<file path="src/rtl/bin_to_bcd_converter.sv">
// Sequential double-dabble binary-to-BCD converter feeding the 4-digit display driver.
// Optional build macro BIN_TO_BCD_OVERFLOW_BLANK_EN: show "EEEE" when the value exceeds 9999.
//
// state | meaning
// IDLE  | waiting for iwStart; digits hold last result
// SHIFT | one add-3/shift iteration per clock, pWidth iterations total
// DONE  | publish digits and overflow, pulse orDone
module bin_to_bcd_converter #(
  parameter int pWidth = 16
) (
  input  logic              iwClk,
  input  logic              iwRst,
  input  logic              iwStart,
  input  logic [pWidth-1:0] iwValue,
  output logic [3:0]        orDigit0,
  output logic [3:0]        orDigit1,
  output logic [3:0]        orDigit2,
  output logic [3:0]        orDigit3,
  output logic              orBusy,
  output logic              orDone,
  output logic              orOverflow
);

  localparam int CW = $clog2(pWidth + 1);
  localparam logic [CW-1:0] LAST = CW'(pWidth - 1);

  generate
    if (pWidth < 4 || pWidth > 16) begin : g_bad_width
      $error("bin_to_bcd_converter: pWidth must be within 4..16");
    end
  endgenerate

  typedef enum logic [1:0] {IDLE, SHIFT, DONE} state_t;

  state_t              state, state_nxt;
  logic [pWidth-1:0]   rShift;
  logic [19:0]         rAcc;
  logic [CW-1:0]       rCnt;
  logic [19:0]         wAdj;
  logic [19+pWidth:0]  wPair;
  logic                wLast;
  logic                wOvf;

  always_comb begin
    wAdj = rAcc;
    for (int i = 0; i < 5; i++) begin
      if (rAcc[4*i +: 4] >= 4'd5) wAdj[4*i +: 4] = rAcc[4*i +: 4] + 4'd3;
    end
    wPair = {wAdj, rShift} << 1;
    wLast = (rCnt == LAST);
    wOvf  = (rAcc[19:16] != 4'd0);
  end

  always_ff @(posedge iwClk or posedge iwRst) begin
    if (iwRst) state <= IDLE;
    else       state <= state_nxt;
  end

  always_comb begin
    state_nxt = state;
    case (state)
      IDLE:    if (iwStart) state_nxt = SHIFT;
      SHIFT:   if (wLast) state_nxt = DONE;
      DONE:    state_nxt = IDLE;
      default: state_nxt = IDLE;
    endcase
  end

  always_ff @(posedge iwClk or posedge iwRst) begin
    if (iwRst) begin
      rShift     <= '0;
      rAcc       <= '0;
      rCnt       <= '0;
      orDigit0   <= 4'd0;
      orDigit1   <= 4'd0;
      orDigit2   <= 4'd0;
      orDigit3   <= 4'd0;
      orBusy     <= 1'b0;
      orDone     <= 1'b0;
      orOverflow <= 1'b0;
    end else begin
      orDone <= 1'b0;
      case (state)
        IDLE: begin
          if (iwStart) begin
            rShift <= iwValue;
            rAcc   <= '0;
            rCnt   <= '0;
            orBusy <= 1'b1;
          end
        end
        SHIFT: begin
          rAcc   <= wPair[19+pWidth -: 20];
          rShift <= wPair[pWidth-1:0];
          rCnt   <= rCnt + CW'(1);
        end
        DONE: begin
`ifdef BIN_TO_BCD_OVERFLOW_BLANK_EN
          if (wOvf) begin
            orDigit0 <= 4'hE;
            orDigit1 <= 4'hE;
            orDigit2 <= 4'hE;
            orDigit3 <= 4'hE;
          end else begin
            orDigit0 <= rAcc[3:0];
            orDigit1 <= rAcc[7:4];
            orDigit2 <= rAcc[11:8];
            orDigit3 <= rAcc[15:12];
          end
`else
          // Without blanking the display shows the value modulo 10000.
          orDigit0 <= rAcc[3:0];
          orDigit1 <= rAcc[7:4];
          orDigit2 <= rAcc[11:8];
          orDigit3 <= rAcc[15:12];
`endif
          orOverflow <= wOvf;
          orDone     <= 1'b1;
          orBusy     <= 1'b0;
        end
        default: ;
      endcase
    end
  end

endmodule

</file>
<file path="config.mk">
export PLATFORM = sky130hd
export DESIGN_NAME = bin_to_bcd_converter
export DESIGN_NICKNAME = d
export VERILOG_FILES = /design/src/rtl/bin_to_bcd_converter.sv
export SDC_FILE = /design/constraint.sdc
export NUM_CORES = 1
export LEC_CHECK = 0
export CAP_MARGIN = 5
export CORE_ASPECT_RATIO = 1.1
export CORE_MARGIN = 8
export CORE_UTILIZATION = 57
export CTS_BUF_LIST = sky130_fd_sc_hd__clkbuf_2
export CTS_CLUSTER_SIZE = 40
export DETAILED_ROUTE_END_ITERATION = 6
export PLACE_DENSITY = 0.82
export SETUP_SLACK_MARGIN = 0.3
export SLEW_MARGIN = 5
export SYNTH_ARGS = -nofsm -noshare
export SYNTH_HDL_FRONTEND = slang
export SYNTH_SLANG_ARGS = --single-unit
</file>
<file path="constraint.sdc">
create_clock -name iwClk -period 2.2 [get_ports iwClk]
set_clock_uncertainty 0.1 [all_clocks]
set_input_delay 0.44 -clock iwClk [delete_from_list [all_inputs] [get_ports iwClk]]
set_output_delay 0.44 -clock iwClk [all_outputs]
set_load 0.02 [all_outputs]
</file>
Yosys cells after proc, flatten, opt, wreduce, memory -nomap -nowiden --
Cells that the tools add are included.
Word-level totals: bits of input ports 19, register bits after elaboration 62, output and inout port bits 19, logic and storage cells 51
Operators by class: mux-type cells 17, reduce and logical (&&, ||, !) cells 7, eq/ne operators 5, magnitude comparators 5, $add $sub $neg 6
Operators with widths (number):
- 20-bit case mux with 2 select lines | 1
- 16-bit case mux with 2 select lines | 1
- 4-bit by 3-bit greater-or-equal comparator with 1-bit output (second input constant) | 5
- 20-bit two-way mux | 1
- 4-bit by 2-bit adder with 4-bit output (second input constant) | 4
- 16-bit two-way mux | 1
- 4-bit two-way mux | 4
- 5-bit case mux with 2 select lines | 1
- 2-bit AND reduction | 3
- 5-bit by 1-bit adder with 5-bit output (second input constant) | 1
- 5-bit by 4-bit == test with 1-bit output (second input constant) | 1
- 5-bit two-way mux | 1
- 2-bit two-way mux | 2
- 2-bit inequality test (second input constant) | 2
- 2-bit case mux with 2 select lines | 1
- 2-bit nonzero test | 2
- 4-bit nonzero test | 1
- 3-bit by 2-bit adder with 3-bit output (second input constant) | 1
- 3-bit two-way mux | 1
- 2-bit by 1-bit == test with 1-bit output (second input constant) | 1
- 2-bit == test (second input constant) | 1
- 2-bit logical NOT | 1
- 1-bit two-way mux | 2
- 1-bit case mux with 2 select lines | 1

Logic depth before layout (Yosys ltp) --
depth after elaboration 3, mapped depth 6, depth with buffers taken out 6

Least setup slack after synthesis --
Ideal clock, no wire load.
path type in2reg, start in iwStart, end reg rAcc[3], stages on the path 6, data arrival time 1.346 ns, data required time 1.978 ns, buffers on the path 2, path slack 0.632 ns, library setup time 0.122 ns, cell sequence or3b_1 buf_6 nand2_8 buf_12 o31ai_2 a32o_1
Between the ends: word-level cells in the longest chain between the ends 2
Ends and longest elaborated chain:
- from (decl) | RTL line 13 | input logic iwStart,
- 2-bit inequality test (no source line)
- 2-bit AND reduction (no source line)
- to (signal assigned) | RTL line 93 | rAcc <= wPair[19+pWidth -: 20];
- to (decl) | RTL line 37 | logic [19:0] rAcc;
Every way passes these cells. A chain may end at the register's enable or synchronous reset.

Worst setup path in the final report --
start reg orBusy, end out orBusy
RTL lines:
- from (decl) | RTL line 19 | output logic orBusy,
- from (signal assigned) | RTL line 78 | orBusy <= 1'b0;
- from (signal assigned) | RTL line 89 | orBusy <= 1'b1;
- from (signal assigned) | RTL line 119 | orBusy <= 1'b0;
No word-level cell between the ends.

==> results.json <==
{
  "setup_viol": 0,
  "ys_types": 34,
  "avgRoutedWirePerCell_um": 14.4,
  "h-tree-depth": 3,
  "min_path_type": "in2async",
  "avgSynthCellArea_sq_um": 11.4,
  "timing.fmax_mhz": 561,
  "layout.cells.non_filler": 357,
  "layout.nets": 326,
  "fillCellCount": 391,
  "ys_ff_latch": 62,
  "first_iter_violations": 79,
  "firstDrtPassIters": 4,
  "yosysSeqAreaShare_pct": 54.2,
  "coreArea_sq_um": 4930,
  "grt_pass1_vias": 2108,
  "min_period_over_period_pct": 81.0,
  "antenna_left": 0,
  "report.final.slew_viol_count": 0,
  "clk_latency_ns": 0.50,
  "vias": 2014,
  "ir_drop_mv": 0.735,
  "yosysWarnings": 0,
  "port_buffers": 37,
  "grt_pass1_wl_um": 9290,
  "syn_nets": 284,
  "fp.dieW_um": 83.6,
  "crit_path_max_fanout": 2,
  "rows": 27,
  "cts.sinks": 62,
  "routabilityCongestion": 0.733,
  "dieArea_sq_um": 7550,
  "grt_usage_pct": 15.1,
  "drive_above_1_share_pct": 13.7,
  "cp_slowest_stage_delay_ns": 0.42,
  "crit_chain": "dlygate4sd2_1",
  "post-dp-hpwl_um": 3650,
  "max-cap-violations": 0,
  "fin_crit_ns": 1.78,
  "layout_commonest_cell": "dfrtp_1",
  "critPathKind": "reg2out",
  "antenna_cells": 0,
  "worst_setup_path_end_kind": "output pin",
  "hold_viol": 0,
  "power_mw": 4.95,
  "p_leak_nw": 1.60,
  "regArea_sq_um": 1550,
  "vias_per_cell": 5.64,
  "grt_max_degree": 32,
  "run_status": "finished, final reports clean",
  "powerDensity_nw_per_um2": 1460,
  "die_h_um": 90.3,
  "tritoncts": "yes",
  "setup_slack_ns": 0.418,
  "slew_headroom_pct": 65.2,
  "globalRouteOverflowTotal": 0,
  "most-common-layout-cells": "dfrtp_1 (62), nand2_1 (37), dlygate4sd2_1 (19), clkdlybuf4s50_1 (18), mux2_2 (16)",
  "crit_path_start_kind": "flip-flop",
  "cts_buffers": 9,
  "worst_pin_slew_ns": 0.521,
  "async_reset_ff_share_pct": 100,
  "synthesis.area_sq_um": 2860,
  "cts.reportedPaths.clkPinSlew_ns": 0.18,
  "ys.flop_type": "dfrtp_1",
  "synth_edf_count": 0,
  "antenna_found_initial": 0,
  "grt_setup_unrepaired": "false",
  "root_buffer": "clkbuf_2",
  "drc": 0,
  "ios": 38,
  "cp.arrival_ns": 1.24,
  "synthCells": 252,
  "cp.depth": 1,
  "start_util_pct": 58.1,
  "cpLargestDelayFamily": "flip-flops",
  "finalWirelength_um": 5140,
  "cpMaxStageDelayCell": "dfrtp_1",
  "cts_hold_buf": 0,
  "clk_path_buf_depth": 2,
  "multi_input_area_sq_um": 1180,
  "syn_to_final_growth_pct": 18.3,
  "dp_cells": 341,
  "rr_worst_depth": 6,
  "cp.required_ns": 1.66,
  "crit_buf_inv": 1,
  "dpl_worst_slack_ns": -0.0556
}
flip-flops by register name (all words and copies together) (netlist names):
| name | count |
|---|---|
| orDone | 1 |
| rShift | 16 |
| orDigit0 | 4 |
| state | 2 |
| orBusy | 1 |
| rAcc | 20 |
| orDigit2 | 4 |
| orDigit1 | 4 |
| orDigit3 | 4 |
| orOverflow | 1 |
| rCnt | 5 |
through the flow:
| stage | instance area (sq um) | TNS, ns | hold WS, ns | utilization [%] |
|---|---|---|---|---|
| floorplan | 2870 | 0 | 0.346 | - |
| global placement | 3300 | 0 | 0.360 | 67.0 |
| detailed placement | 3300 | -0.0556 | 0.363 | 67.0 |
| CTS | 3380 | 0 | 0.166 | 68.6 |
| global route | 3390 | 0 | 0.170 | 68.7 |
| finish | 3390 | 0 | 0.175 | 68.7 |
path summary, 6_finish.rpt:
kind                             from  slack (ns)          end
hold / removal                  iwRst        0.18   orOverflow
max in group asynchronous       iwRst        1.34  orDigit1[2]
hold reg to reg             rShift[6]        0.39    rShift[6]
min in group iwClk         iwValue[0]        0.39    rShift[0]
setup reg to reg              rAcc[0]        0.48      rAcc[2]
setup / recovery               orBusy        0.42       orBusy
per-layer routing:
layer / vias up / global-route usage [%] / wire [um]
li1: 981 / - / -
met1: 989 / 16.1 / 2150
met2: 33 / 25.4 / 2660
met3: 11 / 4.06 / 190
met4: 0 / 10.1 / 146
met5: - / 0 / 0
report_power, final:
part	internal, mW	total [mW]	switching, mW	leakage [nW]
registers	1.64	1.98	0.344	0.769
clock network	0.253	0.649	0.397	0.0621
logic	1.05	2.32	1.26	0.772
total	2.95	4.95	2.00	1.60
Yosys cell counts, types with 5 or more instances:
library cell  count  area [sq um]
a22oi_1          15           113
mux2_2           16           180
o22ai_1           9          56.3
nand2b_1          5          31.3
nand2_1          37           139
xnor2_1           5          43.8
inv_1            13          48.8
dfrtp_1          62          1550
a22o_1            5          43.8
o21ai_0          10          50.1
a32o_1            5          50.1
o31ai_1           5          37.5
mux2i_1           5          50.1
ha_1             13           163
a21oi_1          10          50.1
buf_2             8          40.0
layout make-up:
class | count | share of cell area (%)
Sequential cell | 62 | 45.8
Tap cell | 58 | 2.14
Multi-Input combinational cell | 164 | 35.0
Clock inverter | 6 | 1.55
Clock buffer | 10 | 1.48
Inverter | 13 | 1.55
Timing Repair Buffer | 44 | 12.5
cells by family (layout without fill, tap and decap cells):
| kind of cell | count (synthesis) | count (layout) | share of synthesized area [%] |
|---|---|---|---|
| flip-flops | 62 | 62 | 54.2 |
| adder cells (fa/ha/maj) | 13 | 13 | 5.68 |
| AO/OA/AOI/OAI | 61 | 61 | 14.6 |
| AND/OR/NAND/NOR | 64 | 64 | 11.2 |
| buffers and inverters | 26 | 73 | 4.72 |
| XOR/XNOR | 5 | 5 | 1.53 |
| multiplexers | 21 | 21 | 8.04 |
timing repair:
| action | 4_1_cts | 5_1_grt |
|---|---|---|
| setup endpoints to repair | 19 | 2 |
| resized for setup | 19 | 1 |
| setup buffers | 0 | 0 |
No activity file was read; power rests on OpenSTA's default activity.
